===== src/rtl/sap_pkg.sv =====
// Shared definitions for the SAP control sequencer: opcodes, T-state
// encodings and the packed control word.
package sap_pkg;

    localparam logic [3:0] OPC_LDA = 4'h0;
    localparam logic [3:0] OPC_ADD = 4'h1;
    localparam logic [3:0] OPC_SUB = 4'h2;
    localparam logic [3:0] OPC_OUT = 4'hE;
    localparam logic [3:0] OPC_HLT = 4'hF;

    localparam logic [5:0] T1 = 6'b000001;
    localparam logic [5:0] T2 = 6'b000010;
    localparam logic [5:0] T3 = 6'b000100;
    localparam logic [5:0] T4 = 6'b001000;
    localparam logic [5:0] T5 = 6'b010000;
    localparam logic [5:0] T6 = 6'b100000;

    typedef struct packed {
        logic pcInc;
        logic pcOut;
        logic marLoad;
        logic ramOut;
        logic irLoad;
        logic irOut;
        logic aLoad;
        logic aSend;
        logic bLoad;
        logic aluSub;
        logic aluSend;
        logic outLoad;
    } ctrl_t;

endpackage


===== src/rtl/sap_ring_counter.sv =====
// One-hot T-state ring with early return to T1 and a hold input used by halt.
//
// state | meaning
// T1    | fetch: PC -> MAR
// T2    | fetch: increment PC
// T3    | fetch: RAM -> IR
// T4    | execute step 1
// T5    | execute step 2
// T6    | execute step 3, then back to T1
module sap_ring_counter
    import sap_pkg::*;
(
    input  logic       clk,
    input  logic       reset,
    input  logic       earlyEnd,
    input  logic       hold,
    output logic [5:0] tState
);

    always_ff @(posedge clk or posedge reset) begin
        if (reset) begin
            tState <= T1;
        end else if (!hold) begin
            if (earlyEnd) begin
                tState <= T1;
            end else begin
                // Any non-one-hot value recovers to T1 rather than locking up.
                case (tState)
                    T1:      tState <= T2;
                    T2:      tState <= T3;
                    T3:      tState <= T4;
                    T4:      tState <= T5;
                    T5:      tState <= T6;
                    default: tState <= T1;
                endcase
            end
        end
    end

endmodule


===== src/rtl/sap_controller_sequencer.sv =====
// SAP control sequencer: opcode decode into the control word, halt flag,
// and the T-state ring counter.
module sap_controller_sequencer
    import sap_pkg::*;
#(
    parameter int                    OPCODE_W  = 4,
    parameter logic                  EARLY_END = 1'b0,
    parameter logic [OPCODE_W-1:0]   OP_LDA    = OPCODE_W'(OPC_LDA),
    parameter logic [OPCODE_W-1:0]   OP_ADD    = OPCODE_W'(OPC_ADD),
    parameter logic [OPCODE_W-1:0]   OP_SUB    = OPCODE_W'(OPC_SUB),
    parameter logic [OPCODE_W-1:0]   OP_OUT    = OPCODE_W'(OPC_OUT),
    parameter logic [OPCODE_W-1:0]   OP_HLT    = OPCODE_W'(OPC_HLT)
) (
    input  logic                clk,
    input  logic                reset,
    input  logic [OPCODE_W-1:0] opcode,
    output logic                pc_inc,
    output logic                pc_out,
    output logic                mar_load,
    output logic                ram_out,
    output logic                ir_load,
    output logic                ir_out,
    output logic                a_load,
    output logic                a_send,
    output logic                b_load,
    output logic                alu_sub,
    output logic                alu_send,
    output logic                out_load,
    output logic                halted,
    output logic [5:0]          t_state
);

    logic [5:0] tState;
    logic       isLda, isAdd, isSub, isOut, isHlt;
    logic       haltNow, earlyEnd, hold;
    ctrl_t      ctrl, ctrlOut;

    assign isLda = (opcode == OP_LDA);
    assign isAdd = (opcode == OP_ADD);
    assign isSub = (opcode == OP_SUB);
    assign isOut = (opcode == OP_OUT);
    assign isHlt = (opcode == OP_HLT);

    always_comb begin
        ctrl = '0;
        case (tState)
            T1: begin
                ctrl.pcOut   = 1'b1;
                ctrl.marLoad = 1'b1;
            end
            T2: ctrl.pcInc = 1'b1;
            T3: begin
                ctrl.ramOut = 1'b1;
                ctrl.irLoad = 1'b1;
            end
            T4: begin
                if (isLda || isAdd || isSub) begin
                    ctrl.irOut   = 1'b1;
                    ctrl.marLoad = 1'b1;
                end else if (isOut) begin
                    ctrl.aSend   = 1'b1;
                    ctrl.outLoad = 1'b1;
                end
            end
            T5: begin
                if (isLda) begin
                    ctrl.ramOut = 1'b1;
                    ctrl.aLoad  = 1'b1;
                end else if (isAdd || isSub) begin
                    ctrl.ramOut = 1'b1;
                    ctrl.bLoad  = 1'b1;
                end
            end
            T6: begin
                if (isAdd || isSub) begin
                    ctrl.aluSend = 1'b1;
                    ctrl.aLoad   = 1'b1;
                    ctrl.aluSub  = isSub;
                end
            end
            default: ctrl = '0;
        endcase
    end

    // Halting freezes the ring on T4 in the same edge that sets the flag.
    assign haltNow  = (tState == T4) && isHlt && !halted;
    assign hold     = halted || haltNow;
    assign earlyEnd = EARLY_END &&
                      (((tState == T5) && isLda) ||
                       ((tState == T4) && !(isLda || isAdd || isSub || isHlt)));

    always_ff @(posedge clk or posedge reset) begin
        if (reset) begin
            halted <= 1'b0;
        end else if (haltNow) begin
            halted <= 1'b1;
        end
    end

    sap_ring_counter uRing (
        .clk      (clk),
        .reset    (reset),
        .earlyEnd (earlyEnd),
        .hold     (hold),
        .tState   (tState)
    );

    // Reset gates the strobes directly so they drop without waiting for an edge.
    assign ctrlOut = (reset || halted) ? '0 : ctrl;

    assign pc_inc   = ctrlOut.pcInc;
    assign pc_out   = ctrlOut.pcOut;
    assign mar_load = ctrlOut.marLoad;
    assign ram_out  = ctrlOut.ramOut;
    assign ir_load  = ctrlOut.irLoad;
    assign ir_out   = ctrlOut.irOut;
    assign a_load   = ctrlOut.aLoad;
    assign a_send   = ctrlOut.aSend;
    assign b_load   = ctrlOut.bLoad;
    assign alu_sub  = ctrlOut.aluSub;
    assign alu_send = ctrlOut.aluSend;
    assign out_load = ctrlOut.outLoad;
    assign t_state  = tState;

endmodule


===== config.mk =====
export PLATFORM = sky130hd
export DESIGN_NAME = sap_controller_sequencer
export DESIGN_NICKNAME = d
export VERILOG_FILES = /design/src/rtl/sap_pkg.sv /design/src/rtl/sap_ring_counter.sv /design/src/rtl/sap_controller_sequencer.sv
export SDC_FILE = /design/constraint.sdc
export NUM_CORES = 1
export LEC_CHECK = 0
export ABC_AREA = 1
export CAP_MARGIN = 40
export CORE_MARGIN = 1
export CORE_UTILIZATION = 42
export CTS_BUF_LIST = sky130_fd_sc_hd__clkbuf_4 sky130_fd_sc_hd__clkbuf_8 sky130_fd_sc_hd__clkbuf_16
export CTS_CLUSTER_DIAMETER = 50
export DETAILED_ROUTE_END_ITERATION = 12
export PLACE_DENSITY_LB_ADDON = 0.15
export SYNTH_ARGS = -nofsm -noshare
export SYNTH_HDL_FRONTEND = slang
export SYNTH_SLANG_ARGS = --single-unit

===== constraint.sdc =====
create_clock -name clk -period 3.1 [get_ports clk]
set_input_delay 0.465 -clock clk [delete_from_list [all_inputs] [get_ports clk]]
set_output_delay 0.465 -clock clk [all_outputs]
set_load 0.02 [all_outputs]

* After elaboration in Yosys (flattened, before gate mapping) *
Index checks and enable logic that the tools add are counted.

storage, ports and cells
  bits in registers = 7
  input port bits = 6
  output and inout port bits = 19

operators by class
  eq/ne operators = 10
  muxes and demuxes = 20
  reductions and logical operators = 9

operators by type and width
  kind                                                                   number
  6-bit one-hot mux with 5 select lines                                  1
  1-bit 2-to-1 mux                                                       13
  12-bit 2-to-1 mux                                                      1
  4-bit equality test, second input constant                             2
  6-bit by 1-bit equality test with 1-bit output, second input constant  1
  6-bit by 2-bit equality test with 1-bit output, second input constant  1
  6-bit by 3-bit equality test with 1-bit output, second input constant  1
  6-bit by 4-bit equality test with 1-bit output, second input constant  1
  6-bit by 5-bit equality test with 1-bit output, second input constant  1
  6-bit equality test, second input constant                             1
  1-bit one-hot mux with 2 select lines                                  3
  1-bit logical OR                                                       5
  4-bit by 1-bit equality test with 1-bit output, second input constant  1
  4-bit by 2-bit equality test with 1-bit output, second input constant  1
  4-bit logical NOT                                                      1
  2-bit 2-to-1 mux                                                       2
  1-bit logical AND                                                      2
  1-bit logical NOT                                                      1

* Longest topological paths before layout *
  depth in word-level cells = 6
  mapped depth = 7
  mapped depth without buffers = 7

* Modules after synthesis *
From an unflattened synthesis, not the netlist that was laid out.

second synthesis, totals
  cells, all modules = 102
  area total of the unflattened synthesis = 638.1 um^2

by module, submodules not included
  module                    instances  cells each  area an instance (um^2)  sequential area each (um^2)
  sap_controller_sequencer  1          61          319.1                    25.0
  sap_ring_counter          1          41          319.1                    151.4

* Worst setup path after synthesis *
Ideal clock, no wire load.

  path type = reg-to-output
  start point = reg uRing.tState[5]
  end point = out out_load
  data arrival time = 1.475 ns
  required time = 2.635 ns
  path slack = 1.160 ns
  stages on the path, launching flop included = 7
  path buffers = 1
  path through = dfrtp_1 -> nor2_2 -> nand2_2 -> nor2_4 -> inv_2 -> nor2_1 -> buf_4

between the ends
  cells in the longest elaborated chain, start to end = 3

RTL lines
  item                                            line                             source
  start: declaration                              sap_ring_counter.sv:17           output logic [5:0] tState
  start signal: assignment                        sap_ring_counter.sv:22           tState <= T1;
  start signal: assignment                        sap_ring_counter.sv:25           tState <= T1;
  start signal: assignment                        sap_ring_counter.sv:29           T1: tState <= T2;
  6-bit by 4-bit equality test with 1-bit output  sap_controller_sequencer.sv:46   case (tState)
  1-bit 2-to-1 mux                                sap_controller_sequencer.sv:46
  12-bit 2-to-1 mux                               sap_controller_sequencer.sv:109  assign ctrlOut = (reset || halted) ? '0 : ctrl;
  end: declaration                                sap_controller_sequencer.sv:28   output logic out_load,

Every way passes these cells.

* Final worst setup path *
  start point = in reset
  end point = out mar_load

between the ends
  cells in the longest elaborated chain, start to end = 2

RTL lines
  item                line                             source
  start: declaration  sap_controller_sequencer.sv:15   input logic reset,
  1-bit logical OR    sap_controller_sequencer.sv:109
  12-bit 2-to-1 mux   sap_controller_sequencer.sv:109
  end: declaration    sap_controller_sequencer.sv:19   output logic mar_load,

Every way passes these cells.

==> impl_metrics.csv <==
group,metric,value,unit
run_status,status,"completed",
yosys,syn-cell-area,553,sq um
sta,finalCritPeriodShare,87.4,%
yosys,synth_top_area_share,27.1,%
sta,max_freq,369,MHz
grt,grt_max_degree,8,
sta,final-setup-viol-count,0,
power,finalPower,200,uW
final_layout,drive_above_1_share,11.4,%
placement,dpl.hpwl,1090,microns
grt,met1_usage,30.4,%
power,vdd_ir_drop_max,0.000261,V
clocking,postCtsHoldBufs,0,
yosys,ys_ff_latch,7,
setup_path,worstSetupPathType,"primary input to output port",
final_layout,antennaDiodeCount,0,
route,via_per_inst,4.87,
yosys,yosysMostFrequentCell,"nand2_1",
clocking,h-tree-depth,1,
clocking,ctsResizeCount,0,
yosys,synth_cell_types,17,
route,drc,0,
yosys,synth_area_leaders,"dfrtp_1 27%, nand2_1 15%, nor2_1 14%",
final_layout,stdcell_area,833,sq um
grt,grt_pass1_vias,510,
yosys,synth_nets,93,
route,dr.pass1.iters,4,
sta,hold_violations,0,
final_layout,utilization,71.2,%
placement,pre_cts_ws,0.419,ns
clocking,insertion_delay,0.26,ns
grt,antenna_found_initial,0,
grt,track_usage,23.2,%
grt,use_met3,3.49,%
sta,finalWorstSetupSlack,0.390,ns
sta,tightest_slew,0.271,ns
clocking,clk_pin_slew,0.06,ns
clocking,postCtsSetupBuffers,0,
flow_run,max-cap-violations,0,
yosys,synth-main-ff-cell,"dfrtp_1",
yosys,yosysSeqAreaShare,31.9,%
power,leakagePower,0.406,nW
grt,grt_pass1_wl,2240,microns
yosys,synth.avg_cell_area,6.36,sq um
final_layout,nNetsFinal,121,
clocking,cts_tree,"built",
sta,timing.slew.headroom,81.9,%
placement,numPortBuffers,24,
clocking,cts_buffers,3,
clocking,cts_max_path_buffers,2,
placement,dp.cells,124,
grt,gr-usage-met2,34.3,%
placement,globalplace.congestion,0.859,
route,route.vias.total,623,
route,routed_wl,1380,microns
clocking,clock-sinks,7,
die,core_area,1170,sq um
grt,overflow,0,
sta,fin_tns_setup,0,ns
die,dieArea,1470,sq um
die,ios,25,
final_layout,multi_input_area,299,sq um
sta,holdWs,0.454,ns
yosys,synth_cells,87,
route,drt-wirelength-per-cell,10.8,microns
yosys,synth_edf_count,0,
setup_path,path_max_fanout,3,
die,fp.dieH,38.3,microns
final_layout,fillers,111,
final_layout,ff_latch_area,176,sq um
yosys,yosysWarnings,0,
yosys,async_flop_share,100,%
final_layout,synthToLayoutAreaGrowth,50.7,%
setup_path,critPathCaptureType,"output port",
sta,fin_crit,2.71,ns
final_layout,final_cells,128,
yosys,yosysTopAreaCell,"dfrtp_1",
setup_path,critical_path_arrival,2.25,ns
grt,busiest_layer,"met2",
die,die_x,38.3,microns
die,row_count,12,
yosys,synth_common_cells,"22 x nand2_1, 21 x nor2_1, 13 x inv_1",
sta,finClkSkew,0.0103,ns
setup_path,required,2.63,ns
route,ant_nets,0,
clocking,root_buffer,"clkbuf_4",
sta,drv_slew,0,
placement,placed_area,803,sq um
die,initial_core_util,47.2,%
sta,rsz0062_at_grt,"no",
power,power.density,240,nW/um^2
hold_path,hp-class,"primary input to async pin",
route,drt-initial-drc-count,14,
setup_path,critPathLaunchType,"primary input",
==> flip-flops by register name, summed over array words and instances, names as in the netlist <==
| name | count |
|---|---|
| halted | 1 |
| uRing.tState | 6 |
==> cell type report <==
| class | instances | share of cell area (%) |
|---|---|---|
| clock buffers | 4 | 3.60 |
| multi-input cells | 64 | 35.9 |
| well taps | 14 | 2.10 |
| repair buffers | 24 | 28.8 |
| flip-flops and latches | 7 | 21.2 |
| inverters | 15 | 8.41 |
==> cell families (layout without fill, tap and decap cells) <==
kind of cell | Yosys count | after routing | synth area share [%]
and+or+nand+nor | 61 | 61 | 51.1
buffers and inverters | 16 | 43 | 14.0
DFF | 7 | 7 | 31.9
AOI/OAI and AO/OA | 3 | 3 | 2.94
==> cell usage in the layout, fill, tap and decap left out, types with 2 or more instances in the layout <==
master	Yosys	layout
nand3b_1	3	3
nor2_2	2	2
dfrtp_1	6	6
inv_1	13	13
nand2_4	2	2
clkdlybuf4s50_1	0	24
o21ai_1	2	2
nand3_1	8	8
nor2_1	21	21
nand2_1	22	22
clkbuf_4	0	4
==> routing by layer <==
layer	wire length, microns	part of all wire (%)
met1	613	44
met2	654	47
met3	79	5.7
met4	29	2.1
met5	0	0
==> final timing paths <==
path / to / slack [ns] / startpoint / cells after the start
max: mar_load / 0.39 / reset / 7
min: uRing.tState[5] / 0.45 / reset / 2
max reg2reg: uRing.tState[0] / 1.83 / uRing.tState[5] / 7
min reg2reg: uRing.tState[0] / 0.51 / uRing.tState[0] / 2
max in group asynchronous: uRing.tState[0] / 2.38 / reset / 2
min in group clk: uRing.tState[0] / 0.51 / uRing.tState[0] / 2
==> power by group <==
part / switching (mW) / total (mW) / internal, mW
combinational: 0.00612 / 0.0129 / 0.00681
clock: 0.0378 / 0.0959 / 0.0581
sequential: 0 / 0.0915 / 0.0915
==> critical path, stage by stage <==
cell and delay, ns:
clkdlybuf4s50_1 0.41, nor2_1 0.15, nand2_1 0.10, nor2_1 0.24
inv_1 0.09, o22ai_1 0.14, clkdlybuf4s50_1 0.64
Power figures use the tool's default switching activity.
